===== config.mk =====
export PLATFORM = sky130hd
export DESIGN_NAME = seg7_scan_driver
export DESIGN_NICKNAME = d
export VERILOG_FILES = /design/src/rtl/seg7_scan_driver.sv
export SDC_FILE = /design/constraint.sdc
export NUM_CORES = 1
export LEC_CHECK = 0
export ABC_AREA = 1
export CAP_MARGIN = 20
export CORE_AREA = 2 2 86 88
export DETAILED_ROUTE_END_ITERATION = 16
export DIE_AREA = 0 0 88 90
export PLACE_DENSITY = 0.61
export REMOVE_ABC_BUFFERS = 1
export SLEW_MARGIN = 10
export SYNTH_ARGS = -nofsm -noshare
export SYNTH_HDL_FRONTEND = slang
export SYNTH_SLANG_ARGS = --single-unit

===== constraint.sdc =====
create_clock -name clk -period 1.7 [get_ports clk]
set_input_delay 0.34 -clock clk [delete_from_list [all_inputs] [get_ports clk]]
set_output_delay 0.34 -clock clk [all_outputs]
set_load 0.03 [all_outputs]

===== src/rtl/seg7_scan_driver.sv =====
// Multiplexed 4-digit common-anode hex display driver with frame-synchronous
// value capture, optional leading-zero suppression and a global blank.
module seg7_scan_driver #(
    parameter int unsigned REFRESH_DIV = 100000,
    parameter bit          LZ_BLANK    = 1'b1
) (
    input  logic        clk,
    input  logic        reset,
    input  logic [15:0] value,
    input  logic        load_en,
    input  logic        blank,
    output logic [3:0]  an,
    output logic [6:0]  seg,
    output logic        dp
);
    localparam int unsigned CW = (REFRESH_DIV > 1) ? $clog2(REFRESH_DIV) : 1;
    localparam logic [CW-1:0] CNT_MAX = CW'(REFRESH_DIV - 1);

    logic [CW-1:0] cnt_q, cnt_d;
    logic [1:0]    idx_q, idx_d;
    logic [15:0]   disp_q, disp_d;
    logic [3:0]    an_q, an_d;
    logic [6:0]    seg_q, seg_d;
    logic          wrap;
    logic [3:0]    nib;
    logic          lead_zero;
    logic          digit_off;

    function automatic logic [6:0] hex7(input logic [3:0] n);
        case (n)
            4'h0: hex7 = 7'b1000000;
            4'h1: hex7 = 7'b1111001;
            4'h2: hex7 = 7'b0100100;
            4'h3: hex7 = 7'b0110000;
            4'h4: hex7 = 7'b0011001;
            4'h5: hex7 = 7'b0010010;
            4'h6: hex7 = 7'b0000010;
            4'h7: hex7 = 7'b1111000;
            4'h8: hex7 = 7'b0000000;
            4'h9: hex7 = 7'b0010000;
            4'hA: hex7 = 7'b0001000;
            4'hB: hex7 = 7'b0000011;
            4'hC: hex7 = 7'b1000110;
            4'hD: hex7 = 7'b0100001;
            4'hE: hex7 = 7'b0000110;
            default: hex7 = 7'b0001110;
        endcase
    endfunction

    always_comb begin
        wrap   = (cnt_q == CNT_MAX);
        cnt_d  = wrap ? '0 : cnt_q + 1'b1;
        idx_d  = wrap ? idx_q + 2'd1 : idx_q;
        // Capture only on the last cycle of digit 3 so a frame never tears.
        disp_d = (wrap && idx_q == 2'd3 && load_en) ? value : disp_q;

        nib       = 4'h0;
        lead_zero = 1'b0;
        case (idx_q)
            2'd0: nib = disp_q[3:0];
            2'd1: begin nib = disp_q[7:4];   lead_zero = (disp_q[15:4] == '0);  end
            2'd2: begin nib = disp_q[11:8];  lead_zero = (disp_q[15:8] == '0);  end
            default: begin nib = disp_q[15:12]; lead_zero = (disp_q[15:12] == '0); end
        endcase

        digit_off = blank || (LZ_BLANK && lead_zero);
        an_d      = digit_off ? 4'b1111   : ~(4'b0001 << idx_q);
        seg_d     = digit_off ? 7'b1111111 : hex7(nib);
    end

    always_ff @(posedge clk) begin
        if (!reset) begin
            cnt_q  <= '0;
            idx_q  <= 2'd0;
            disp_q <= 16'h0000;
            an_q   <= 4'b1111;
            seg_q  <= 7'b1111111;
        end else begin
            cnt_q  <= cnt_d;
            idx_q  <= idx_d;
            disp_q <= disp_d;
            an_q   <= an_d;
            seg_q  <= seg_d;
        end
    end

    assign an  = an_q;
    assign seg = seg_q;
    assign dp  = 1'b1;

endmodule


# After elaboration in Yosys (flattened, before gate mapping)
# Memory sizes are Yosys's and may differ from the RTL's. A register that Yosys moved wholly into a read port is not among the register bits.
# Cells that the tools add are included.
[word_totals] reg_bits=39 romBits=112 in_bits=20 out_inout_bits=12 wordCells=25 n_memories=1
[mem_list] name="(name not given)" words=16 width=7 read_ports=1 rd_ports_with_merged_regs=1 wr=0 line_no="30" rtl="case (n)"
[op_classes] add_sub_neg=2 eq_ne=4 shifts=1 n_mux=2 bitwise_logic=2 reduce_logical=9
[ops] operator="adder 17 x 1 -> 17 bit, second input constant" n=1
[ops] operator="equality test 17 bit, second input constant" n=1
[ops] operator="zero test 12 bit" n=1
[ops] operator="one-hot mux 4 bit (3 select lines)" n=1
[ops] operator="zero test 8 bit" n=1
[ops] operator="equality test 2 bit, second input constant" n=2
[ops] operator="zero test 4 bit" n=1
[ops] operator="NOT 4 bit" n=1
[ops] operator="OR reduction 2 bit" n=2
[ops] operator="left shift 1 x 2 -> 4 bit, first input constant" n=1
[ops] operator="one-hot mux 1 bit (3 select lines)" n=1
[ops] operator="adder 2 x 1 -> 2 bit, second input constant" n=1
[ops] operator="equality test 2 x 1 -> 1 bit, second input constant" n=1
[ops] operator="logical AND 1 bit" n=2
[ops] operator="zero test 2 bit" n=1
[ops] operator="logical OR 1 bit" n=1
[ops] operator="NOT 1 bit" n=1

# Logic depth before layout (Yosys ltp)
# Gate-level depths: netlist of run 1.
[depth] word_depth=4 ltp_mapped=11 mapped_depth_nobuf=11

# Worst setup path before layout of run 1
# Ideal clock, no wire load.
[synth_path] path_type="register -> register" start="reg idx_q[0]" end="reg seg_q[6] (netlist: seg[6])" setup_time_ps=130 t_arrival_ps=1720 required_time_ps=1570 slack_ps=-150 stages_incl_launch_ff=12 n_path_buf=0 synth_period_minus_slack_ps=1850 path_cell_list="dfxtp_1 inv_1 ha_1 nand2_1 nand2_1 o21ai_1 inv_1 ha_1 nand3_1 nand3_1 nand2_1 nand2_1"
[synth_between] elab_chain_len=4 elab_cells_between_ends=7 cone_classes="eq/ne: 2; mux: 2; reduce/logical: 3"
[synth_lines] item="start, declared" line_no="20" rtl="logic [1:0] idx_q, idx_d;"
[synth_lines] item="start signal, assigned" line_no="80" rtl="idx_q <= idx_d;"
[synth_lines] item="equality test 2 bit, or another cell as far along" line_no="59" rtl="case (idx_q)"
[synth_lines] item="one-hot mux 1 bit (3 select lines)" line_no="59"
[synth_lines] item="logical OR 1 bit" line_no="66" rtl="digit_off = blank || (LZ_BLANK && lead_zero);"
[synth_lines] item="OR reduction 2 bit (no source line)"
[synth_lines] item="end, declared" line_no="23" rtl="logic [6:0] seg_q, seg_d;"
# Several ways; a longest one is shown, not always the timed one.
# A chain may end at the register's enable or synchronous reset.

# Final worst setup path of run 1
[layout_path] start="reg idx_q[0]" end="reg seg_q[2] (netlist: seg[2])"
# The elaborated chain is that of the path after synthesis.

==> impl_metrics.xml, run 1 <==
<?xml version="1.0" encoding="UTF-8"?>
<metrics>
  <group name="layout">
    <metric name="antenna_cells" unit="">0</metric>
    <metric name="finish.net_count" unit="">437</metric>
    <metric name="fin_cells" unit="">505</metric>
    <metric name="drive_above_1_share" unit="%">14.3</metric>
    <metric name="synthToLayoutAreaGrowth" unit="%">30.3</metric>
    <metric name="finalCoreUtilization" unit="%">44.5</metric>
  </group>
  <group name="sta">
    <metric name="worst-slew-pin-transition" unit="ns">0.564</metric>
    <metric name="rsz0062_at_grt" unit="">yes</metric>
    <metric name="endpoints_failing_hold" unit="">0</metric>
    <metric name="max_freq" unit="MHz">620</metric>
    <metric name="fin_crit" unit="ns">1.61</metric>
    <metric name="final-max-slew-violation-count" unit="">0</metric>
    <metric name="final.setup_skew" unit="ns">0.00925</metric>
    <metric name="fin_setup_tns" unit="ns">0</metric>
    <metric name="final_setup_violation_count" unit="">0</metric>
    <metric name="share_of_the_cycle_needed_by_the_critical_path_after_routing" unit="%">94.8</metric>
    <metric name="max-slew-margin-rel" unit="%">62.0</metric>
  </group>
  <group name="clock_network">
    <metric name="clk_transition_reported_paths" unit="ns">0.09</metric>
    <metric name="insertion_delay" unit="ns">0.29</metric>
    <metric name="clock_tree.buffer_depth" unit="">2</metric>
    <metric name="ctsHtreeMaxLevel" unit="">2</metric>
    <metric name="clock_tree_from_tritoncts" unit="">done</metric>
    <metric name="tritoncts.num_buffers" unit="">5</metric>
    <metric name="tritoncts_num_sinks" unit="">46</metric>
    <metric name="clock_tree.root_cell" unit="">clkbuf_8</metric>
    <metric name="total_of_hold_buffers_inserted_after_clock_tree_synthesis" unit="">0</metric>
  </group>
  <group name="logic_synthesis">
    <metric name="synth_cells" unit="">358</metric>
    <metric name="mappedNetlistArea" unit="sq um">2400</metric>
    <metric name="yosys.cell_count.top_type" unit="">nand2_1</metric>
    <metric name="synth_area_per_cell" unit="sq um">6.69</metric>
    <metric name="yosys_register_bits" unit="">46</metric>
    <metric name="synth-main-ff-cell" unit="">dfxtp_1</metric>
    <metric name="ys_top_cells_by_area" unit="">dfxtp_1 38%, nand2_1 18%, nor2_1 10%, inv_1 6.6%, ha_1 5.7%</metric>
    <metric name="synth_top_area_share" unit="%">38.4</metric>
    <metric name="ys_top_cells_by_count" unit="">113 x nand2_1, 65 x nor2_1, 46 x dfxtp_1</metric>
    <metric name="post_synthesis_sequential_area_ratio" unit="%">38.4</metric>
    <metric name="synthArstFlopShare" unit="%">0</metric>
    <metric name="number_of_synthesized_flops_with_an_enable_pin" unit="">0</metric>
    <metric name="yosys.cell_types.count" unit="">29</metric>
    <metric name="ys_warn_count" unit="">0</metric>
    <metric name="synth_top_cell_by_area" unit="">dfxtp_1</metric>
  </group>
  <group name="floorplanning">
    <metric name="core.rowCount" unit="">31</metric>
    <metric name="coreArea" unit="sq um">7020</metric>
    <metric name="floorplan.io_pins" unit="">32</metric>
    <metric name="initial_core_util" unit="%">34.1</metric>
    <metric name="dieHeight" unit="um">90</metric>
    <metric name="floorplan.die.width" unit="um">88</metric>
    <metric name="fp.dieArea" unit="sq um">7920</metric>
  </group>
  <group name="global_route">
    <metric name="grt_antenna_before_repair" unit="">0</metric>
    <metric name="global_route_wire_length_before_repair" unit="um">8670</metric>
    <metric name="globalRouteTotalUtil" unit="%">13.6</metric>
    <metric name="vias_in_the_first_global_route" unit="">2048</metric>
    <metric name="overflow" unit="">0</metric>
    <metric name="grt_start_max_net_pins" unit="">25</metric>
  </group>
  <group name="routing">
    <metric name="viasPerCell" unit="">4.35</metric>
    <metric name="total_iterations_of_the_first_detailed_routing_run" unit="">4</metric>
    <metric name="drt_iter0_markers" unit="">61</metric>
    <metric name="routedWlPerCell" unit="um">10.2</metric>
    <metric name="ant_nets" unit="">0</metric>
    <metric name="drcViolationCount" unit="">0</metric>
    <metric name="total_number_of_vias" unit="">2196</metric>
    <metric name="routed_wl" unit="um">5130</metric>
  </group>
  <group name="status">
    <metric name="status" unit="">completed</metric>
  </group>
  <group name="power_and_ir_drop">
    <metric name="netSwitchingFraction" unit="%">20.2</metric>
    <metric name="comb_power_share" unit="%">5.9</metric>
    <metric name="seqPwrFrac" unit="%">53.8</metric>
    <metric name="power_per_cell_area" unit="nW/um^2">651</metric>
    <metric name="fin_total_pwr" unit="mW">2.03</metric>
    <metric name="internal_power" unit="mW">1.62</metric>
    <metric name="static-leakage-power" unit="nW">1.39</metric>
    <metric name="net-switching-power" unit="mW">0.410</metric>
    <metric name="clkPwrFrac" unit="%">40.3</metric>
    <metric name="irDropWorstVdd" unit="mV">0.356</metric>
  </group>
  <group name="worst_setup_path">
    <metric name="setup.worst_path.start_class" unit="">register</metric>
    <metric name="data_required_critical_path" unit="ns">1.89</metric>
    <metric name="path_max_fanout" unit="">4</metric>
    <metric name="critical_path.endpoint_type" unit="">register</metric>
    <metric name="critical_path_class" unit="">reg2reg</metric>
    <metric name="worstPathArrival" unit="ns">1.80</metric>
  </group>
  <group name="placement">
    <metric name="gp_congestion" unit="">0.920</metric>
    <metric name="post-place-cells" unit="">496</metric>
    <metric name="portBuffers" unit="">30</metric>
    <metric name="hpwlAfterDp" unit="um">3980</metric>
  </group>
  <group name="job">
    <metric name="maximum_capacitance_violations" unit="">0</metric>
  </group>
  <group name="hold_path">
    <metric name="min_path_type" unit="">reg2reg</metric>
  </group>
</metrics>
==> power by group through the flow <==
stage / Clock (mW) / Sequential (mW) / Combinational (mW)
global route: 0.881 / 1.10 / 0.133
CTS: 0.844 / 1.10 / 0.121
detailed placement: 0 / 1.12 / 0.121
floorplan: 0 / 1.14 / 0.0240
global placement: 0 / 1.12 / 0.121
finish: 0.819 / 1.09 / 0.121
==> worst paths after layout <==
check        startpoint  slack (ns)  depth (start not counted)       end
max            idx_q[0]        0.09                         10    seg[2]
min            cnt_q[0]        0.45                          1  cnt_q[0]
max reg2reg    idx_q[0]        0.09                         10    seg[2]
min reg2reg    cnt_q[0]        0.45                          1  cnt_q[0]
==> kinds of logic after synthesis <==
| family | Yosys count | synth area share (%) |
|---|---|---|
| other | 1 | 0.157 |
| DFF | 46 | 38.4 |
| AOI/OAI and AO/OA | 20 | 5.59 |
| buffers and inverters | 53 | 9.56 |
| adders and majority gates | 11 | 5.74 |
| and+or+nand+nor | 223 | 39.1 |
| xor gates and xnor gates | 4 | 1.46 |
==> cell usage in the layout (no fill, tap or decap), types with 2 or more instances in the layout <==
master / count
nand2_1: 111
nor2_1: 62
dfxtp_1: 44
inv_1: 39
clkdlybuf4s50_1: 30
nand3_1: 22
buf_4: 16
nor3_1: 7
a21oi_1: 7
inv_2: 6
nand4_1: 6
o21ai_0: 6
clkbuf_8: 6
nor2_2: 4
xor2_1: 4
ha_1: 4
ha_2: 4
nand2_2: 3
ha_4: 3
o21ai_4: 2
dfxtp_4: 2
==> area by class of cell <==
class | count | area (sq um)
Multi-Input combinational cell | 259 | 1330
Tap cell | 99 | 124
Timing Repair Buffer | 48 | 452
Fill cell | 704 | 3900
Inverter | 46 | 175
Clock inverter | 1 | 30.0
Clock buffer | 6 | 82.6
Sequential cell | 46 | 928
==> registers in the layout, indices dropped and copies added, names as in the netlist <==
signal  count
disp_q     16
idx_q       2
cnt_q      17
seg         7
an          4
==> per-stage QoR <==
| step | instance area (sq um) | hold WS (ns) | setup slack [ns] |
|---|---|---|---|
| detailed placement | 2900 | 0.442 | -0.0385 |
| finish | 3120 | 0.453 | 0.0876 |
| floorplan | 2340 | 0.418 | -0.150 |
| global route | 3120 | 0.488 | -0.0240 |
| CTS | 3020 | 0.458 | 0.00591 |
| global placement | 2900 | 0.431 | 0.0278 |
==> worst max-delay path: stages (launching register included) <==
cell and delay, ns:
dfxtp_4 0.37, ha_2 0.21, inv_2 0.09, nor2_1 0.06, o21bai_4 0.19, buf_4 0.16
ha_1 0.17, nand2_1 0.06, o21ai_0 0.07, o21ai_1 0.08, nand2_1 0.06
==> metal layers <==
layer / wire (um) / up-vias / global-route usage, % / part of all wire, %
li1: - / 1194 / - / -
met2: 2440 / 55 / 23.2 / 47
met1: 2350 / 935 / 16.2 / 46
met5: 0 / - / 0 / 0
met4: 104 / 0 / 4.87 / 2.0
met3: 248 / 12 / 3.31 / 4.8
==> what timing repair did <==
| item | in CTS | in global routing |
|---|---|---|
| endpoints found under the setup margin | 4 | 10 |
| resized for setup | 3 | 25 |
| setup buffers | 0 | 2 |
| hold endpoints to repair | 0 | 0 |
| pin swaps | 0 | 1 |
Note: power is estimated with default switching activity, not from simulation.
==> run 2: changes to the inputs <==
--- a/config.mk
+++ b/config.mk
@@ -8,10 +8,10 @@
 export ABC_AREA = 1
 export CAP_MARGIN = 20
 export CORE_AREA = 2 2 86 88
+export CTS_CLUSTER_DIAMETER = 30
 export DETAILED_ROUTE_END_ITERATION = 16
 export DIE_AREA = 0 0 88 90
 export PLACE_DENSITY = 0.61
-export REMOVE_ABC_BUFFERS = 1
 export SLEW_MARGIN = 10
 export SYNTH_ARGS = -nofsm -noshare
 export SYNTH_HDL_FRONTEND = slang
==> run 2 against run 1 <==
Net effect: final cell count shrank 0.40%; utilization increased by 0.66 points; final area increased by 1.5%; clock power is 2% lower; via count increased by 0.87%; sequential share of layout area fell by 0.43 points; non-clock buffer count down 3; sequential power hardly changed; critical endpoint is now seg[3]; largest cell class unchanged.
==> impl_metrics.xml, run 2 (synthesis results as in run 1) <==
<?xml version="1.0" encoding="UTF-8"?>
<metrics>
  <group name="status">
    <metric name="status" unit="">completed</metric>
  </group>
  <group name="worst_setup_path">
    <metric name="worstPathArrival" unit="ns">1.88</metric>
    <metric name="data_required_critical_path" unit="ns">1.94</metric>
    <metric name="path_max_fanout" unit="">7</metric>
    <metric name="critical_path.endpoint_type" unit="">register</metric>
    <metric name="critical_path_class" unit="">reg2reg</metric>
    <metric name="worstRegToRegCells" unit="">10</metric>
    <metric name="r2r_start" unit="">idx_q[0]</metric>
    <metric name="rrSetupSlack" unit="ns">0.06</metric>
    <metric name="setup.worst_path.start_class" unit="">register</metric>
    <metric name="timing.rr.end" unit="">seg[3]</metric>
  </group>
  <group name="sta">
    <metric name="final.setup_skew" unit="ns">0.00897</metric>
    <metric name="share_of_the_cycle_needed_by_the_critical_path_after_routing" unit="%">96.8</metric>
    <metric name="endpoints_failing_hold" unit="">0</metric>
    <metric name="fin_crit" unit="ns">1.64</metric>
    <metric name="finalHoldWorstSlack" unit="ns">0.457</metric>
    <metric name="final-max-slew-violation-count" unit="">0</metric>
    <metric name="rsz0062_at_grt" unit="">yes</metric>
    <metric name="max_freq" unit="MHz">608</metric>
    <metric name="max-slew-margin-rel" unit="%">63.4</metric>
    <metric name="final_setup_violation_count" unit="">0</metric>
    <metric name="worst-slew-pin-transition" unit="ns">0.543</metric>
  </group>
  <group name="routing">
    <metric name="routedWlPerCell" unit="um">10.4</metric>
    <metric name="routed_wl" unit="um">5220</metric>
    <metric name="ant_nets" unit="">0</metric>
    <metric name="viasPerCell" unit="">4.40</metric>
    <metric name="drt_iter0_markers" unit="">81</metric>
    <metric name="total_number_of_vias" unit="">2215</metric>
    <metric name="drcViolationCount" unit="">0</metric>
    <metric name="total_iterations_of_the_first_detailed_routing_run" unit="">4</metric>
  </group>
  <group name="global_route">
    <metric name="grt_antenna_before_repair" unit="">0</metric>
    <metric name="grt-busiest-layer" unit="">met2</metric>
    <metric name="use_met1" unit="%">16.9</metric>
    <metric name="globalRouteMet2Util" unit="%">22.9</metric>
    <metric name="overflow" unit="">0</metric>
    <metric name="globalRouteTotalUtil" unit="%">13.6</metric>
    <metric name="grt_start_max_net_pins" unit="">33</metric>
    <metric name="vias_in_the_first_global_route" unit="">2128</metric>
    <metric name="globalRouteMet3Util" unit="%">2.94</metric>
    <metric name="global_route_wire_length_before_repair" unit="um">8850</metric>
  </group>
  <group name="power_and_ir_drop">
    <metric name="seqPwrFrac" unit="%">54.3</metric>
    <metric name="comb_power_share" unit="%">5.9</metric>
    <metric name="power_per_cell_area" unit="nW/um^2">636</metric>
    <metric name="static-leakage-power" unit="nW">1.38</metric>
    <metric name="clkPwrFrac" unit="%">39.8</metric>
    <metric name="irDropWorstVdd" unit="mV">0.315</metric>
    <metric name="netSwitchingFraction" unit="%">21.0</metric>
    <metric name="net-switching-power" unit="mW">0.423</metric>
    <metric name="fin_total_pwr" unit="mW">2.01</metric>
    <metric name="internal_power" unit="mW">1.59</metric>
  </group>
  <group name="layout">
    <metric name="finish.net_count" unit="">434</metric>
    <metric name="synthToLayoutAreaGrowth" unit="%">32.3</metric>
    <metric name="drive_above_1_share" unit="%">15.8</metric>
    <metric name="flip_flop_count_of_the_largest_register_after_layout" unit="">17</metric>
    <metric name="antenna_cells" unit="">0</metric>
    <metric name="commonest_non_fill_non_tap_cells_in_the_layout" unit="">103 x nand2_1, 63 x nor2_1, 44 x dfxtp_1, 38 x inv_1, 30 x clkdlybuf4s50_1</metric>
    <metric name="postLayoutCellArea" unit="sq um">3170</metric>
    <metric name="final.fill_count" unit="">714</metric>
    <metric name="mostFrequentLayoutCell" unit="">nand2_1</metric>
    <metric name="registers.top_by_ff_count" unit="">cnt_q</metric>
  </group>
  <group name="placement">
    <metric name="portBuffers" unit="">30</metric>
    <metric name="gp_congestion" unit="">0.901</metric>
    <metric name="detailed_place.area" unit="sq um">2870</metric>
    <metric name="hpwlAfterDp" unit="um">3840</metric>
  </group>
  <group name="clock_network">
    <metric name="insertion_delay" unit="ns">0.30</metric>
    <metric name="clk_transition_reported_paths" unit="ns">0.08</metric>
    <metric name="ctsHtreeMaxLevel" unit="">2</metric>
    <metric name="clock_tree.buffer_depth" unit="">2</metric>
    <metric name="tritoncts_num_sinks" unit="">46</metric>
    <metric name="tritoncts.num_buffers" unit="">5</metric>
    <metric name="total_of_hold_buffers_inserted_after_clock_tree_synthesis" unit="">0</metric>
    <metric name="clock_tree_from_tritoncts" unit="">done</metric>
    <metric name="clock_tree.root_cell" unit="">clkbuf_8</metric>
  </group>
  <group name="job">
    <metric name="maximum_capacitance_violations" unit="">0</metric>
  </group>
  <group name="hold_path">
    <metric name="worst_hold_path_stage_count" unit="">1</metric>
    <metric name="min_path_type" unit="">reg2reg</metric>
    <metric name="worst_hold_path.endpoint" unit="">cnt_q[0]</metric>
    <metric name="worstHoldStart" unit="">cnt_q[0]</metric>
  </group>
  <group name="logic_synthesis">
    <metric name="synth.net_count" unit="">389</metric>
  </group>
  <group name="floorplanning">
    <metric name="dieHeight" unit="um">90</metric>
    <metric name="fp.dieArea" unit="sq um">7920</metric>
    <metric name="coreArea" unit="sq um">7020</metric>
    <metric name="core.rowCount" unit="">31</metric>
    <metric name="floorplan.io_pins" unit="">32</metric>
    <metric name="initial_core_util" unit="%">34.1</metric>
    <metric name="floorplan.die.width" unit="um">88</metric>
  </group>
</metrics>
## run 2: cell count changes in the layout (fill, tap and decap cells not counted), moves of 2 or more
cell	previous run	this run
ha_4	3	5
nand2_2	3	12
ha_2	4	2
nand2_1	111	103
buf_4	16	11
## run 2: how the worst max path moves through the flow
stage	startpoint	endpoint	slack [ns]
finish	idx_q[0]	seg[3]	0.06
global route	idx_q[0]	seg[3]	-0.04
CTS	idx_q[0]	seg[0]	0.006
detailed placement	idx_q[1]	seg[6]	-0.01
global placement	idx_q[0]	seg[6]	0.008
floorplan	idx_q[1]	seg[6]	0.001
## run 2: power by group through the flow
stage	logic, mW	registers, mW	clock network [mW]
6_report	0.120	1.09	0.801
5_1_grt	0.130	1.10	0.877
4_1_cts	0.121	1.10	0.837
3_5_place_dp	0.121	1.12	0
3_3_place_gp	0.121	1.12	0
2_1_floorplan	0.0345	1.14	0
## run 2: metrics by stage
step / setup TNS (ns) / worst slack [ns] / util, % / cells
2_1_floorplan: 0 / 0.00131 / - / 358
3_3_place_gp: 0 / 0.00779 / 40.9 / 492
3_5_place_dp: -0.0216 / -0.0111 / 40.9 / 492
4_1_cts: 0 / 0.00564 / 42.6 / 500
5_1_grt: -0.111 / -0.0392 / 45.1 / 503
6_report: 0 / 0.0552 / 45.1 / 503
## run 2: worst max-delay path, cell delays in order (launching register included)
cell and delay [ns]:
dfxtp_4 0.39, ha_2 0.23, inv_4 0.07, nand2_2 0.10, nor2_1 0.06, nor2_2 0.21
ha_2 0.25, nand3_4 0.09, nand3_1 0.08, nand2_1 0.05, nand2_1 0.05
## run 2: repair_timing
item / 4_1_cts / 5_1_grt
gates cloned: 0 / 0
setup endpoints to repair: 3 / 7
buffers inserted: 0 / 3
resized for setup: 3 / 35
pin swaps: 1 / 10
## run 2: final cells by class
cell class                 count  area [sq um]  area share (%)
clock buffer                   6          72.6            2.29
clock inverter                 2          37.5            1.18
inverter                      46           178            5.61
multi-input combinational    259          1380            43.7
sequential                    46           928            29.3
tap                           99           124            3.91
timing repair buffer          45           445            14.1
## run 2: per-layer routing
| metal | up-vias | share of wire (%) |
|---|---|---|
| li1 | 1190 | - |
| met1 | 980 | 46 |
| met2 | 34 | 48 |
| met3 | 11 | 3.5 |
| met4 | 0 | 2.0 |
| met5 | - | 0 |
